===== src/rtl/cache_pkg.sv =====
// Shared definitions for the cache / write-buffer / memory slice.
package cache_pkg;

  localparam int ADDR_W   = 10;
  localparam int DATA_W   = 8;
  localparam int LINE_LSB = 4;
  localparam int LINE_W   = ADDR_W - LINE_LSB;

  // Byte address field layout: tag 9:6, index 5:4, word 3:2, byte 1:0
  localparam int TAG_MSB  = 9;
  localparam int TAG_LSB  = 6;
  localparam int IDX_MSB  = 5;
  localparam int IDX_LSB  = 4;
  localparam int WORD_MSB = 3;
  localparam int WORD_LSB = 2;
  localparam int BYTE_MSB = 1;
  localparam int BYTE_LSB = 0;

  typedef enum logic {
    ST_IDLE = 1'b0,
    ST_BUSY = 1'b1
  } drain_state_t;

  // Line number of a byte address (tag + index bits)
  function automatic logic [LINE_W-1:0] line_of(input logic [ADDR_W-1:0] addr);
    return addr[ADDR_W-1:LINE_LSB];
  endfunction

endpackage


===== src/rtl/wb_entry_array.sv =====
// Circular storage for the write buffer: entries, valid bits, head/tail
// pointers, occupancy count and the parallel line-address compare.
module wb_entry_array
  import cache_pkg::*;
#(
  parameter int DEPTH = 4
) (
  input  logic                       i_clk,
  input  logic                       i_reset,
  input  logic                       i_push,
  input  logic [ADDR_W-1:0]          i_push_addr,
  input  logic [DATA_W-1:0]          i_push_data,
  input  logic                       i_pop,
  input  logic                       i_coal,
  input  logic [DATA_W-1:0]          i_coal_data,
  input  logic [LINE_W-1:0]          i_chk_line,
  output logic [ADDR_W-1:0]          o_head_addr,
  output logic [DATA_W-1:0]          o_head_data,
  output logic [ADDR_W-1:0]          o_newest_addr,
  output logic [$clog2(DEPTH+1)-1:0] o_count,
  output logic                       o_chk_hit
);

  localparam int PTR_W = $clog2(DEPTH);
  localparam int CNT_W = $clog2(DEPTH+1);

  logic [ADDR_W-1:0] r_addr [DEPTH];
  logic [DATA_W-1:0] r_data [DEPTH];
  logic [DEPTH-1:0]  r_valid;
  logic [PTR_W-1:0]  r_head;
  logic [PTR_W-1:0]  r_tail;
  logic [CNT_W-1:0]  r_count;
  logic [PTR_W-1:0]  w_newest_ptr;
  logic              w_hit;

  // Newest entry sits just behind the tail; power-of-two depth wraps for free
  assign w_newest_ptr  = r_tail - PTR_W'(1);
  assign o_head_addr   = r_addr[r_head];
  assign o_head_data   = r_data[r_head];
  assign o_newest_addr = r_addr[w_newest_ptr];
  assign o_count       = r_count;
  assign o_chk_hit     = w_hit;

  // Enqueue at tail, coalesce into newest, pop from head, track occupancy
  always_ff @(posedge i_clk) begin
    if (i_reset) begin
      r_valid <= '0;
      r_head  <= '0;
      r_tail  <= '0;
      r_count <= '0;
    end else begin
      if (i_push) begin
        r_addr[r_tail]  <= i_push_addr;
        r_data[r_tail]  <= i_push_data;
        r_valid[r_tail] <= 1'b1;
        r_tail          <= r_tail + PTR_W'(1);
      end
      if (i_coal) begin
        r_data[w_newest_ptr] <= i_coal_data;
      end
      if (i_pop) begin
        r_valid[r_head] <= 1'b0;
        r_head          <= r_head + PTR_W'(1);
      end
      case ({i_push, i_pop})
        2'b10:   r_count <= r_count + CNT_W'(1);
        2'b01:   r_count <= r_count - CNT_W'(1);
        default: r_count <= r_count;
      endcase
    end
  end

  // Any valid entry (in-flight head included) on the requested line
  always_comb begin
    w_hit = 1'b0;
    for (int i = 0; i < DEPTH; i++) begin
      if (r_valid[i] && (line_of(r_addr[i]) == i_chk_line)) begin
        w_hit = 1'b1;
      end
    end
  end

endmodule


===== src/rtl/write_buffer.sv =====
// Byte write buffer between the write-through cache and main memory.
// Holds the drain FSM, the coalescing decision and both handshakes.
module write_buffer
  import cache_pkg::*;
#(
  parameter int DEPTH = 4
) (
  input  logic                       i_clk,
  input  logic                       i_reset,
  input  logic                       i_wr_valid,
  output logic                       o_wr_ready,
  input  logic [ADDR_W-1:0]          i_wr_addr,
  input  logic [DATA_W-1:0]          i_wr_data,
  output logic                       o_mem_req,
  output logic [ADDR_W-1:0]          o_mem_addr,
  output logic [DATA_W-1:0]          o_mem_data,
  input  logic                       i_mem_ack,
  input  logic [LINE_W-1:0]          i_chk_line,
  output logic                       o_chk_hit,
  output logic                       o_empty,
  output logic                       o_full,
  output logic [$clog2(DEPTH+1)-1:0] o_count
);

  localparam int CNT_W = $clog2(DEPTH+1);

  drain_state_t      r_state;
  logic              r_mem_req;
  logic [ADDR_W-1:0] r_mem_addr;
  logic [DATA_W-1:0] r_mem_data;

  logic [CNT_W-1:0]  w_count;
  logic [ADDR_W-1:0] w_head_addr;
  logic [DATA_W-1:0] w_head_data;
  logic [ADDR_W-1:0] w_newest_addr;
  logic              w_empty;
  logic              w_full;
  logic              w_ready;
  logic              w_coal;
  logic              w_push;
  logic              w_pop;
  logic              w_chk_hit;

  assign w_empty = (w_count == '0);
  assign w_full  = (w_count == CNT_W'(DEPTH));
  assign w_ready = !w_full;

  // With a single entry the newest is the head, which is either in flight
  // or being latched for memory this edge, so it must never be rewritten.
  assign w_coal  = i_wr_valid && (w_count > CNT_W'(1)) && (i_wr_addr == w_newest_addr);
  assign w_push  = i_wr_valid && w_ready && !w_coal;
  assign w_pop   = (r_state == ST_BUSY) && i_mem_ack;

  wb_entry_array #(
    .DEPTH(DEPTH)
  ) u_entries (
    .i_clk        (i_clk),
    .i_reset      (i_reset),
    .i_push       (w_push),
    .i_push_addr  (i_wr_addr),
    .i_push_data  (i_wr_data),
    .i_pop        (w_pop),
    .i_coal       (w_coal),
    .i_coal_data  (i_wr_data),
    .i_chk_line   (i_chk_line),
    .o_head_addr  (w_head_addr),
    .o_head_data  (w_head_data),
    .o_newest_addr(w_newest_addr),
    .o_count      (w_count),
    .o_chk_hit    (w_chk_hit)
  );

  // Drain FSM: latch head, hold request stable until memory acknowledges
  always_ff @(posedge i_clk) begin
    if (i_reset) begin
      r_state    <= ST_IDLE;
      r_mem_req  <= 1'b0;
      r_mem_addr <= '0;
      r_mem_data <= '0;
    end else begin
      case (r_state)
        ST_IDLE: begin
          if (!w_empty) begin
            r_mem_addr <= w_head_addr;
            r_mem_data <= w_head_data;
            r_mem_req  <= 1'b1;
            r_state    <= ST_BUSY;
          end
        end
        ST_BUSY: begin
          if (i_mem_ack) begin
            r_mem_req <= 1'b0;
            r_state   <= ST_IDLE;
          end
        end
        default: begin
          r_mem_req <= 1'b0;
          r_state   <= ST_IDLE;
        end
      endcase
    end
  end

  assign o_wr_ready = w_ready;
  assign o_mem_req  = r_mem_req;
  assign o_mem_addr = r_mem_addr;
  assign o_mem_data = r_mem_data;
  assign o_chk_hit  = w_chk_hit;
  assign o_empty    = w_empty;
  assign o_full     = w_full;
  assign o_count    = w_count;

endmodule


===== config.mk =====
export PLATFORM = sky130hd
export DESIGN_NAME = write_buffer
export DESIGN_NICKNAME = d
export VERILOG_FILES = /design/src/rtl/cache_pkg.sv /design/src/rtl/wb_entry_array.sv /design/src/rtl/write_buffer.sv
export SDC_FILE = /design/constraint.sdc
export NUM_CORES = 1
export LEC_CHECK = 0
export CELL_PAD_IN_SITES_DETAIL_PLACEMENT = 0
export CELL_PAD_IN_SITES_GLOBAL_PLACEMENT = 1
export CORE_MARGIN = 2
export CORE_UTILIZATION = 42
export CTS_CLUSTER_SIZE = 30
export DETAILED_ROUTE_END_ITERATION = 10
export GPL_TIMING_DRIVEN = 0
export PLACE_DENSITY = 0.72
export SYNTH_ARGS = -nofsm -noshare
export SYNTH_HDL_FRONTEND = slang
export SYNTH_SLANG_ARGS = --single-unit

===== constraint.sdc =====
create_clock -name i_clk -period 3.66 [get_ports i_clk]
set_clock_uncertainty 0.05 [all_clocks]
set_input_delay 0.732 -clock i_clk [delete_from_list [all_inputs] [get_ports i_clk]]
set_output_delay 0.732 -clock i_clk [all_outputs]
set_load 0.01 [all_outputs]

=== Word-level counts from Yosys, hierarchy flattened ===
Memory sizes are Yosys's and may differ from the RTL's. A register that Yosys moved wholly into a read port is not among the register bits.
Index checks and enable logic that the tools add are counted.

* Magnitude comparators: 5
* Add/subtract/negate cells: 5
* Bitwise logic cells: 5
* Equal/unequal tests: 10
* Mux-type cells: 27
* Reduce and logical (&&, ||, !) cells: 18

{| class="wikitable"
|+ Operators by type and width
! operator !! number
|-
| equality test 6 bit || 4
|-
| 2-to-1 mux 1 bit || 17
|-
| 2-to-1 mux 4 bit || 3
|-
| logical AND 1 bit || 11
|-
| equality test 10 bit || 1
|-
| 2-to-1 mux 8 bit || 1
|-
| OR reduction 8 bit || 1
|-
| less-than comparator 2 x 3 -> 1 bit (second input constant) || 2
|-
| case mux 3 bit (2 select lines) || 1
|-
| adder 2 x 1 -> 2 bit (second input constant) || 2
|-
| AND 4 bit || 1
|-
| demux 1 bit (select 2 bit) || 2
|-
| >= comparator 2 x 1 -> 1 bit (second input constant) || 2
|-
| inequality test 2 bit (second input constant) || 2
|-
| inverter 4 bit || 1
|-
| bitwise OR 4 bit || 1
|-
| case mux 1 bit (2 select lines) || 2
|-
| AND reduction 2 bit || 2
|-
| adder 3 x 1 -> 3 bit (second input constant) || 1
|-
| equality test 3 bit (second input constant) || 1
|-
| > comparator 3 x 1 -> 1 bit (second input constant) || 1
|-
| zero test 3 bit || 1
|-
| subtractor 3 x 1 -> 3 bit (second input constant) || 1
|-
| equality test 2 x 1 -> 1 bit (second input constant) || 1
|-
| other kinds (6) || 8
|}

* Output and inout bits: 26
* Logic and storage cells: 78
* Memories kept: 2
* Bits in writable memories: 72
* Input bits: 28
* Flip-flop bits (word level): 13

{| class="wikitable"
|+ Memory list
! name !! depth !! width !! rd ports !! clocked after memory_dff !! wr ports !! RTL line !! RTL
|-
| u_entries.r_addr || 4 || 10 || 6 || 1 || 1 || wb_entry_array.sv:27 || <nowiki>logic [ADDR_W-1:0] r_addr [DEPTH];</nowiki>
|-
| u_entries.r_data || 4 || 8 || 1 || 1 || 1 || wb_entry_array.sv:28 || <nowiki>logic [DATA_W-1:0] r_data [DEPTH];</nowiki>
|}

=== Depth between registers and ports, before layout ===
An unclocked memory read counts as a cell.

* Depth after elaboration: 10
* Gate-level depth with buffers: 14
* Mapped depth without buffers: 11

=== Cells and area by module ===
A second synthesis with hierarchy kept.

* Cell total of the unflattened synthesis: 367
* Area, all modules: 5,106.1 µm²

{| class="wikitable"
|+ Modules (own cells, without submodules)
! module !! sequential area each (µm²) !! times used !! cells an instance !! area an instance (µm²)
|-
| wb_entry_array || 2,422.3 || 1 || 257 || 4,204.0
|-
| write_buffer || 400.4 || 1 || 110 || 902.1
|}

=== Worst setup path after synthesis ===
Ideal clock, no wire load.

* Path type: reg2reg
* From: register u_entries.r_tail[0]
* To: memory u_entries.r_data[2][0], enable pin
* Period minus slack after synthesis: 3,975 ps
* Arrival: 3,549 ps
* Path slack: -315 ps
* Cell stages (with the launch flop): 12
* Data required time: 3,235 ps
* Buffers on the path: 3
* Library setup time: 375 ps
* Path through: dfxtp_1 > buf_6 > buf_1 > inv_1 > ha_1 > mux4_2 > a2111oi_2 > o211ai_1 > a2111o_1 > buf_6 > or3_1 > a21oi_1

* Longest elaborated chain between the ends: 10
* Elaborated cells between the ends (all ways): 15
* Those cells by class: add/sub (1); eq/ne (1); mux (8); reduce/logical (4); memory (1)

{| class="wikitable"
|+ RTL lines
! what !! RTL line !! RTL
|-
| start, declared || wb_entry_array.sv:31 || <nowiki>logic [PTR_W-1:0] r_tail;</nowiki>
|-
| start signal, assigned || wb_entry_array.sv:56 || <nowiki>r_tail <= r_tail + PTR_W'(1);</nowiki>
|-
| subtractor 2 x 1 -> 2 bit (*) || wb_entry_array.sv:37 || <nowiki>assign w_newest_ptr = r_tail - PTR_W'(1);</nowiki>
|-
| named net u_entries.w_newest_ptr[0] || wb_entry_array.sv:33 || <nowiki>logic [PTR_W-1:0] w_newest_ptr;</nowiki>
|-
| branches (longest 9 deep; another with memory read (4 x 10 bit)) || - ||
|-
| end, declared || wb_entry_array.sv:28 ||
|}

Mark *: on every way through the listed nets, which the timed path passes.

=== Worst setup path in the final report ===
* From: register u_entries.r_tail[0]
* To: memory u_entries.r_data[2][1], enable pin

The elaborated chain is that of the path after synthesis.

==> tab_implementation.tex <==
\begin{tabular}{lr}
\hline
Metric & Value \\
\hline
\multicolumn{2}{l}{\textbf{Floorplanning}} \\
Starting density of the core & 43.2\% \\
Area of the core region & 0.0109 sq mm \\
Area of the die & 0.0121 sq mm \\
I/O pin cnt & 54 \\
Vertical die dimension & 110 um \\
Horizontal die dimension & 110 um \\
Number of cell rows & 38 \\
\multicolumn{2}{l}{\textbf{Clock network}} \\
Sink count of the clock tree & 103 \\
CTS clock-pin slew for the worst setup and hold paths & 0.09 ns \\
Cell chosen for the clock root & clkbuf\_8 \\
Number of buffers between clock root and the deepest sink & 2 \\
Number of CTS-inserted buffers & 9 \\
Worst-skew pair later-pin latency & 0.37 ns \\
CTS HTree Levels & 3 \\
TritonCTS clock tree & built \\
\multicolumn{2}{l}{\textbf{Detailed routing}} \\
First-pass iteration count of the detailed router & 4 \\
Wirelength, routed & 10300 um \\
Final antenna-violating net count & 0 \\
Average vias per placed instance & 5.28 \\
WL/cell & 18.6 um \\
Residual DRC count & 0 \\
Detailed-route via count & 2935 \\
Iteration-0 DRC Markers & 112 \\
\multicolumn{2}{l}{\textbf{Power}} \\
Static leakage & 1.90 nW \\
Total chip power & 3.00 mW \\
Pwr per Cell Area & 515 mW/mm\^{}2 \\
Maximum ir drop on the vdd rail & 319 uV \\
\multicolumn{2}{l}{\textbf{Logic synthesis}} \\
Cell type with the largest total area after synthesis & edfxtp\_1 \\
EDFF count, synth & 72 \\
Synthesized instance count & 339 \\
Share of async-settable or async-resettable flops after synthesis & 0\% \\
Sequential share of the synthesized area & 59.1\% \\
Top cell types by occurrence after synthesis & edfxtp\_1, nand2\_1, dfxtp\_1 \\
Syn. warnings & 0 \\
Average instance area after synthesis & 13.9 sq um \\
Netlist Area Pre-Place & 0.00470 sq mm \\
Most common cell in the synthesized netlist & edfxtp\_1 \\
Dominant cells by area after synthesis & edfxtp\_1, dfxtp\_1, mux4\_2, xnor2\_1, ha\_1 \\
Yosys top cell area share & 46.0\% \\
Top\_reg\_cell synth & edfxtp\_1 \\
Syn Nets & 380 \\
Number of library cell types mapped by synthesis & 36 \\
Total of flip-flops plus latches after synthesis & 103 \\
\multicolumn{2}{l}{\textbf{Hold path}} \\
Worst min-delay path class & reg2reg \\
Worst Hold Endpoint & o\_mem\_data[3]\$\_SDFFE\_PP0P\_ \\
Min-Delay Startpoint & o\_mem\_data[3]\$\_SDFFE\_PP0P\_ \\
Worst hold stages & 2 \\
\multicolumn{2}{l}{\textbf{Setup path}} \\
Type of the setup path with the least slack & reg2reg \\
Endpoint type of the worst setup path & flip-flop \\
Worst Path Max Fanout & 10 \\
Data arrival time of the worst path & 3.56 ns \\
Depth of the most critical reg-to-reg path & 12 \\
Critical register-to-register path endpoint & u\_entries.r\_data[2][1]\$\_DFFE\_PP\_ \\
R2R Setup Slk & 0.14 ns \\
Crit path launch type & flip-flop \\
Data required time at the worst endpoint & 3.70 ns \\
Source of the worst register-to-register timing path & u\_entries.r\_tail[0]\$\_SDFFE\_PP0N\_ \\
\multicolumn{2}{l}{\textbf{Final layout}} \\
Final net count & 452 \\
Diode insertion count for antenna repair & 0 \\
Non-filler instance count after layout & 556 \\
Fraction of final layout cells sized beyond drive strength 1 & 17.8\% \\
Synth-to-Final Area Change & 24.0\% \\
Final Cell Area & 0.00583 sq mm \\
\multicolumn{2}{l}{\textbf{Timing}} \\
Number of hold violations in the final report & 0 \\
Summed negative setup slack over all endpoints & 0 ns \\
Fmax achieved & 284 MHz \\
Clock period minus worst slack & 3.52 ns \\
Least-Margin Pin Slew & 0.944 ns \\
Final setup violation count & 0 \\
Unrepaired setup endpoints after global routing & no \\
Period utilisation layout & 96.1\% \\
Count of final max-slew check failures & 0 \\
Max transition margin & 37.1\% \\
\multicolumn{2}{l}{\textbf{Global routing}} \\
Pin count of the biggest net entering global routing & 19 \\
Initial antenna violation count & 0 \\
Total global routing track utilization & 18.6\% \\
Remaining global-route overflow & 0 \\
Global-route wire length before repair & 16300 um \\
Via count of the first global-routing pass & 3051 \\
\multicolumn{2}{l}{\textbf{Place}} \\
Number of buffers added on ports & 50 \\
Detailed Place HPWL & 7430 um \\
Placement Cell Area & 0.00546 sq mm \\
Placed cells & 533 \\
Placer's final routability congestion estimate & 0.786 \\
\multicolumn{2}{l}{\textbf{Status}} \\
Status & completed \\
\multicolumn{2}{l}{\textbf{Run}} \\
Reported max-cap violation count & 0 \\
\hline
\end{tabular}
==> placed cells by master, fill, tap and decap left out, types with 2 or more instances in the layout <==
cell / count
a211oi_1: 5
a21oi_1: 20
a21oi_4: 4
a31oi_1: 4
buf_1: 3
buf_12: 2
buf_4: 6
buf_6: 6
clkbuf_1: 12
clkbuf_8: 9
clkdlybuf4s50_1: 50
clkinvlp_4: 2
dfxtp_1: 30
edfxtp_1: 72
ha_1: 12
inv_1: 9
inv_6: 3
mux2i_1: 6
mux4_2: 26
nand2_1: 41
nand2b_1: 3
nand3_1: 2
nand4_1: 8
nor2_1: 9
nor3_1: 2
nor3b_2: 4
nor4_1: 4
or3_1: 4
xnor2_1: 21
xor2_1: 16
==> worst max-delay path: stages, from the launching register on <==
cell        delay (ns)
dfxtp_4           0.38
buf_12            0.11
buf_8             0.13
clkinvlp_4        0.11
ha_4              0.31
mux4_2            0.34
a2111oi_4         0.34
o211ai_1          0.22
a2111o_1          0.41
buf_6             0.17
or3_1             0.36
a21oi_4           0.16
buf_12            0.15
==> final cells by class <==
cell class / count / area (sq um)
Clock buffer: 9 / 124
Timing Repair Buffer: 61 / 611
Fill cell: 946 / 5060
Buffer: 19 / 114
Tap cell: 140 / 175
Clock inverter: 7 / 77.6
Inverter: 10 / 41.3
Multi-Input combinational cell: 207 / 1900
Sequential cell: 103 / 2790
==> flip-flops by register name, indices dropped and copies added, names as in the netlist, 2 cells and up <==
register / count
u_entries.r_addr: 40
u_entries.r_data: 32
o_mem_addr: 10
o_mem_data: 8
u_entries.r_valid: 4
u_entries.o_count: 3
u_entries.r_head: 2
u_entries.r_tail: 2
==> worst max-delay path by stage <==
| stage | startpoint | endpoint | slack [ns] | cells past startpoint |
|---|---|---|---|---|
| 2_1_floorplan | u_entries.r_tail[0]$_SDFFE_PP0N_ | u_entries.r_addr[3][0]$_DFFE_PP_ | -0.01 | 11 |
| 3_3_place_gp | u_entries.r_tail[0]$_SDFFE_PP0N_ | u_entries.r_addr[0][1]$_DFFE_PP_ | -1.51 | 11 |
| 3_5_place_dp | u_entries.r_tail[0]$_SDFFE_PP0N_ | u_entries.r_data[2][0]$_DFFE_PP_ | -0.80 | 12 |
| 4_1_cts | u_entries.r_tail[0]$_SDFFE_PP0N_ | u_entries.r_data[2][1]$_DFFE_PP_ | 0.005 | 12 |
| 5_1_grt | u_entries.r_tail[0]$_SDFFE_PP0N_ | u_entries.r_data[2][6]$_DFFE_PP_ | 0.04 | 12 |
| 6_report | u_entries.r_tail[0]$_SDFFE_PP0N_ | u_entries.r_data[2][1]$_DFFE_PP_ | 0.14 | 12 |
==> cells by family after synthesis <==
kind of cell | count (synthesis) | synth area share (%)
DFF | 103 | 59.1
and+or+nand+nor | 83 | 8.40
AOI/OAI and AO/OA | 40 | 5.32
xor gates and xnor gates | 38 | 7.07
muxes | 33 | 14.0
buffers and inverters | 29 | 2.63
adders and majority gates | 13 | 3.46
==> report_power, final <==
group	switching, mW	internal [mW]	leakage, nW	total, mW
Sequential	0.0725	1.36	0.909	1.43
Clock	0.404	0.324	0.101	0.727
Combinational	0.434	0.413	0.887	0.847
==> metrics by stage <==
step	worst slack [ns]	hold slack, ns	util (%)
3_3_place_gp	-1.51	0.392	49.6
3_5_place_dp	-0.804	0.398	50.2
5_1_grt	0.0393	0.430	53.6
6_report	0.144	0.408	53.6
4_1_cts	0.00512	0.412	53.1
2_1_floorplan	-0.0147	0.431	-
==> metal layers <==
layer | routed length, um | track usage [%] | part of all wire, % | up-vias
li1 | - | - | - | 1399
met1 | 4440 | 24.2 | 43 | 1464
met2 | 5350 | 31.7 | 52 | 62
met3 | 430 | 4.03 | 4.2 | 10
met4 | 119 | 4.88 | 1.2 | 0
met5 | 0 | 0 | 0 | -
==> repair_timing <==
action                     in CTS  in global routing
gates cloned                    0                  0
resized for setup              15                  7
pin swaps                       6                  2
buffers inserted                5                  2
setup endpoints to repair      80                 39
hold buffers                    0                  0
Note: power is estimated with default switching activity, not from simulation.
==> variant 1 (same flow settings) <==
The package constant `DATA_W` goes from 8 to 6.
--- a/src/rtl/cache_pkg.sv
+++ b/src/rtl/cache_pkg.sv
@@ -2,7 +2,7 @@
 package cache_pkg;
 
   localparam int ADDR_W   = 10;
-  localparam int DATA_W   = 8;
+  localparam int DATA_W   = 6;
   localparam int LINE_LSB = 4;
   localparam int LINE_W   = ADDR_W - LINE_LSB;
 
Interface: changed (resized i_wr_data and o_mem_data); port bits go from 54 to 50. The function was not compared with the original's and may differ.
==> variant 1 against the original RTL <==
Worst setup slack improved by 35 ps; hold slack improved by 4.9 ps; routed wire length fell by 4.1%; area after synthesis fell by 6.1%; sequential cell count fell by 10; sequential power fell by 9.8%; cell count fell by 4.1%; power fell by 7.4%; via count fell by 3.9%; combinational power fell by 4.7%; cell area fell by 6.5%; highest routed layer unchanged.
==> variant 1: results (changes against the original RTL) <==
stage,metric,value,unit,change
global_route,grt_max_degree,17,,-2
run_status,status,"complete, no violations",,
worst_setup_path,r2r_end,u_entries.r_data[2][0]$_DFFE_PP_,,
placement,place_hpwl,7160,µm,-3.6%
yosys,synth_fa_ha_area_share,3.68,%,+0.23 points
finish,drive_above_1_share,16.1,%,-1.7 points
placement,portBuffers,46,,-8.0%
drt,vias_per_cell,5.29,,+0.23%
worst_setup_path,worstPathArrival,3470,ps,-90 ps
yosys,syn_nets,367,,-3.4%
sta,tightest_slew,822,ps,-122 ps
yosys,synth_compound_area_share,5.44,%,+0.12 points
yosys,synthTopCellsByCount,"64 x edfxtp_1, 35 x nand2_1, 29 x dfxtp_1",,
global_route,use_met2,29.3,%,-2.4 points
yosys,ys_seq_area_share,56.7,%,-2.5 points
min_path,whs_endpoint,o_mem_addr[8]$_SDFFE_PP0P_,,
yosys,muxShareOfSynthArea,14.7,%,+0.69 points
placement,placed_area,0.00510,mm²,-6.6%
clocking,ctsResizeCount,21,,+6
yosys,syn_inst,328,,-3.2%
yosys,synth_edf_count,64,,-11%
pwr,p_leak,1.80,nW,-5.1%
global_route,grtUsageTotal,18.4,%,-0.27 points
worst_setup_path,ff2ff_setup_slack,180,ps,+30 ps
global_route,grt_pass1_wl,15500,µm,-5.0%
finish,final_nets,431,,-4.6%
yosys,synth_area_leaders,"edfxtp_1 44%, dfxtp_1 13%, mux4_2 8.7%",,
drt,met3_length,419,µm,-2.6%
drt,drtIter0Drc,226,,+100%
finish,register_area,0.00251,mm²,-10%
worst_setup_path,r2r_cells,11,,-1
sta,whs,413,ps,+4.85 ps
placement,gp_congestion,0.829,,+5.5%
drt,routed_wl,9910,µm,-4.1%
global_route,met3_usage,3.13,%,-0.90 points
global_route,grt_pass1_vias,2832,,-7.2%
drt,avgRoutedWirePerCell,18.6,µm,about the same
sta,max_clock_freq,287,MHz,+1.0%
drt,wl_met2,4830,µm,-9.6%
min_path,hold_path.startpoint,o_mem_addr[8]$_SDFFE_PP0P_,,
global_route,met1_usage,25.8,%,+1.6 points
worst_setup_path,cpPeakStageDelay,500,ps,+90 ps
==> variant 1: changes by cell type after synthesis, sizes merged, moves of 4 or more <==
cell | before | now
edfxtp | 72 | 64
nand2 | 42 | 35
mux2i | 6 | 11
xnor2 | 22 | 27
a31oi | 4 | 0
mux4 | 26 | 22
nor2 | 9 | 13
o21a | 0 | 4
==> variant 1: power breakdown <==
part	internal (mW)	total (mW)	switching, mW
combinational	0.382	0.807	0.425
sequential	1.22	1.29	0.0656
clock	0.318	0.685	0.367
==> variant 1: layout make-up <==
class	instances	area share, %
buffer	18	1.79
clock buffer	9	2.27
multi-input combinational	208	35.1
tap	136	3.12
sequential	93	46.0
clock inverter	7	1.40
inverter	9	0.711
timing repair buffer	53	9.61
==> variant 1: worst min-delay path, delay by kind of cell (launching register included) <==
kind,cells,cell delay (ps)
DFF,1,320
and+or+nand+nor,1,50
AOI/OAI and AO/OA,1,50
==> variant 2 (same flow settings) <==
Without the edit above. Register the output `o_count`; this adds one clock of latency there. The other outputs are not delayed to match.
--- a/src/rtl/write_buffer.sv
+++ b/src/rtl/write_buffer.sv
@@ -23,6 +23,8 @@
 );
 
   localparam int CNT_W = $clog2(DEPTH+1);
+
+  logic [$clog2(DEPTH+1)-1:0] o_count_d;
 
   drain_state_t      r_state;
   logic              r_mem_req;
@@ -108,7 +110,11 @@
   assign o_chk_hit  = w_chk_hit;
   assign o_empty    = w_empty;
   assign o_full     = w_full;
-  assign o_count    = w_count;
+  assign o_count_d  = w_count;
+
+  always_ff @(posedge i_clk) begin
+    o_count <= o_count_d;
+  end
 
 endmodule
 
Behaviour: not the same (Yosys sat finds a counterexample within 4 cycles, from zero or initial values and one cycle with i_reset high).
==> variant 2 against the original RTL <==
Maximum frequency about the same; sequential power increased by 3%; cell area rose by 4.9%; power is 13% higher; sequential share of layout area decreased by 1.2 points; die area is 1.2% higher; core utilization up 2.4 points; worst setup slack improved by 2.9 ps; via count increased by 3.1%; sequential cell count is 3 higher; highest routed layer unchanged; synthesized cell count increased by 0.88%; critical endpoint is now u_entries.r_data[2][2]$_DFFE_PP_; area after synthesis rose by 1.3%; routed wire length rose by 0.98%.
==> variant 2: results (changes against the original RTL) <==
stage,metric,value,unit,change
finish,drive_above_1_share,19.8,%,+2.0 points
worst_setup_path,cpPeakStageDelay,520,ps,+110 ps
sta,worst_slack,147,ps,+2.87 ps
placement,placedCellCount,536,,+0.56%
placement,gp_congestion,0.750,,-4.6%
yosys,synthTopCellsByCount,"72 x edfxtp_1, 42 x nand2_1, 34 x dfxtp_1",,
yosys,ys_seq_area_share,59.7,%,+0.51 points
global_route,grt_max_degree,21,,+2
yosys,synth_area_per_cell,13.9,µm²,+0.39%
yosys,syn_nets,383,,+0.79%
yosys,synth-xor-area-share,6.99,%,-0.089 points
clocking,cts.root.buffer_cell,clkbuf_16,,
worst_setup_path,r2r_cells,13,,+1
clocking,clk-insertion-delay-late,340,ps,-30 ps
yosys,synth_cell_types,36,,unchanged
worst_setup_path,cp-endpoint,u_entries.r_data[2][2]$_DFFE_PP_,,
global_route,grt_pass1_vias,3035,,-0.52%
yosys,synth_area_leaders,"edfxtp_1 45%, dfxtp_1 14%, mux4_2 12%",,
min_path,whs_endpoint,o_count[2]$_DFF_P_,,
worst_setup_path,worstPathArrival,3530,ps,-30 ps
drt,wl_met2,5330,µm,-0.28%
drt,wl_met1,4530,µm,+2.2%
global_route,grtUsageTotal,17.5,%,-1.1 points
drt,vias_per_cell,5.31,,+0.53%
yosys,muxShareOfSynthArea,13.8,%,-0.18 points
drt,routed-via-count,3025,,+3.1%
drt,routed_wl,10400,µm,+0.98%
placement,placed_area,0.00552,mm²,+1.1%
run_status,status,"complete, no violations",,
drt,met3_length,423,µm,-1.6%
placement,pre_cts_ws,-797,ps,+7.33 ps
pwr,p_comb_share,25.4,%,-2.8 points
pwr,sw_frac_of_total,28.5,%,-1.8 points
pwr,clock_power,1.05,mW,+44%
pwr,ir_worst_vdd,0.000383,V,+20%
pwr,power_density,553,mW/mm²,+7.4%
yosys,synth_fa_ha_area_share,3.41,%,-0.044 points
min_path,min_path_cells,0,,-2
finish,final_nets,466,,+3.1%
placement,place_hpwl,7450,µm,+0.20%
pwr,p_leak,2.04,nW,+7.4%
drt,drtIter0Drc,98,,-13%
sta,tightest_slew,931,ps,-12.5 ps
-- variant 2: stage by stage --
stage               util (%)  hold WS [ps]
floorplan                  -           329
global placement        49.9           353
detailed placement      50.5           364
CTS                     54.6           374
global route            55.9           389
finish                  55.9           372
-- variant 2: repair_timing --
action,CTS,global route
pin swaps,6,5
setup endpoints to repair,81,33
endpoints found under the hold margin,0,0
buffers inserted,5,13
gates resized for setup,16,6
-- variant 2: area by class of cell --
cell class / count / area (µm²)
Fill cell: 894 / 4820
Multi-Input combinational cell: 207 / 1900
Inverter: 10 / 41.3
Clock inverter: 6 / 91.3
Clock buffer: 10 / 250
Buffer: 19 / 110
Timing Repair Buffer: 72 / 701
Sequential cell: 106 / 2850
Tap cell: 140 / 175
-- variant 2: per-layer routing --
metal / up-vias / GRT usage [%]
li1: 1438 / -
met1: 1506 / 22.3
met2: 71 / 30.1
met3: 10 / 3.51
met4: 0 / 5.33
met5: - / 0
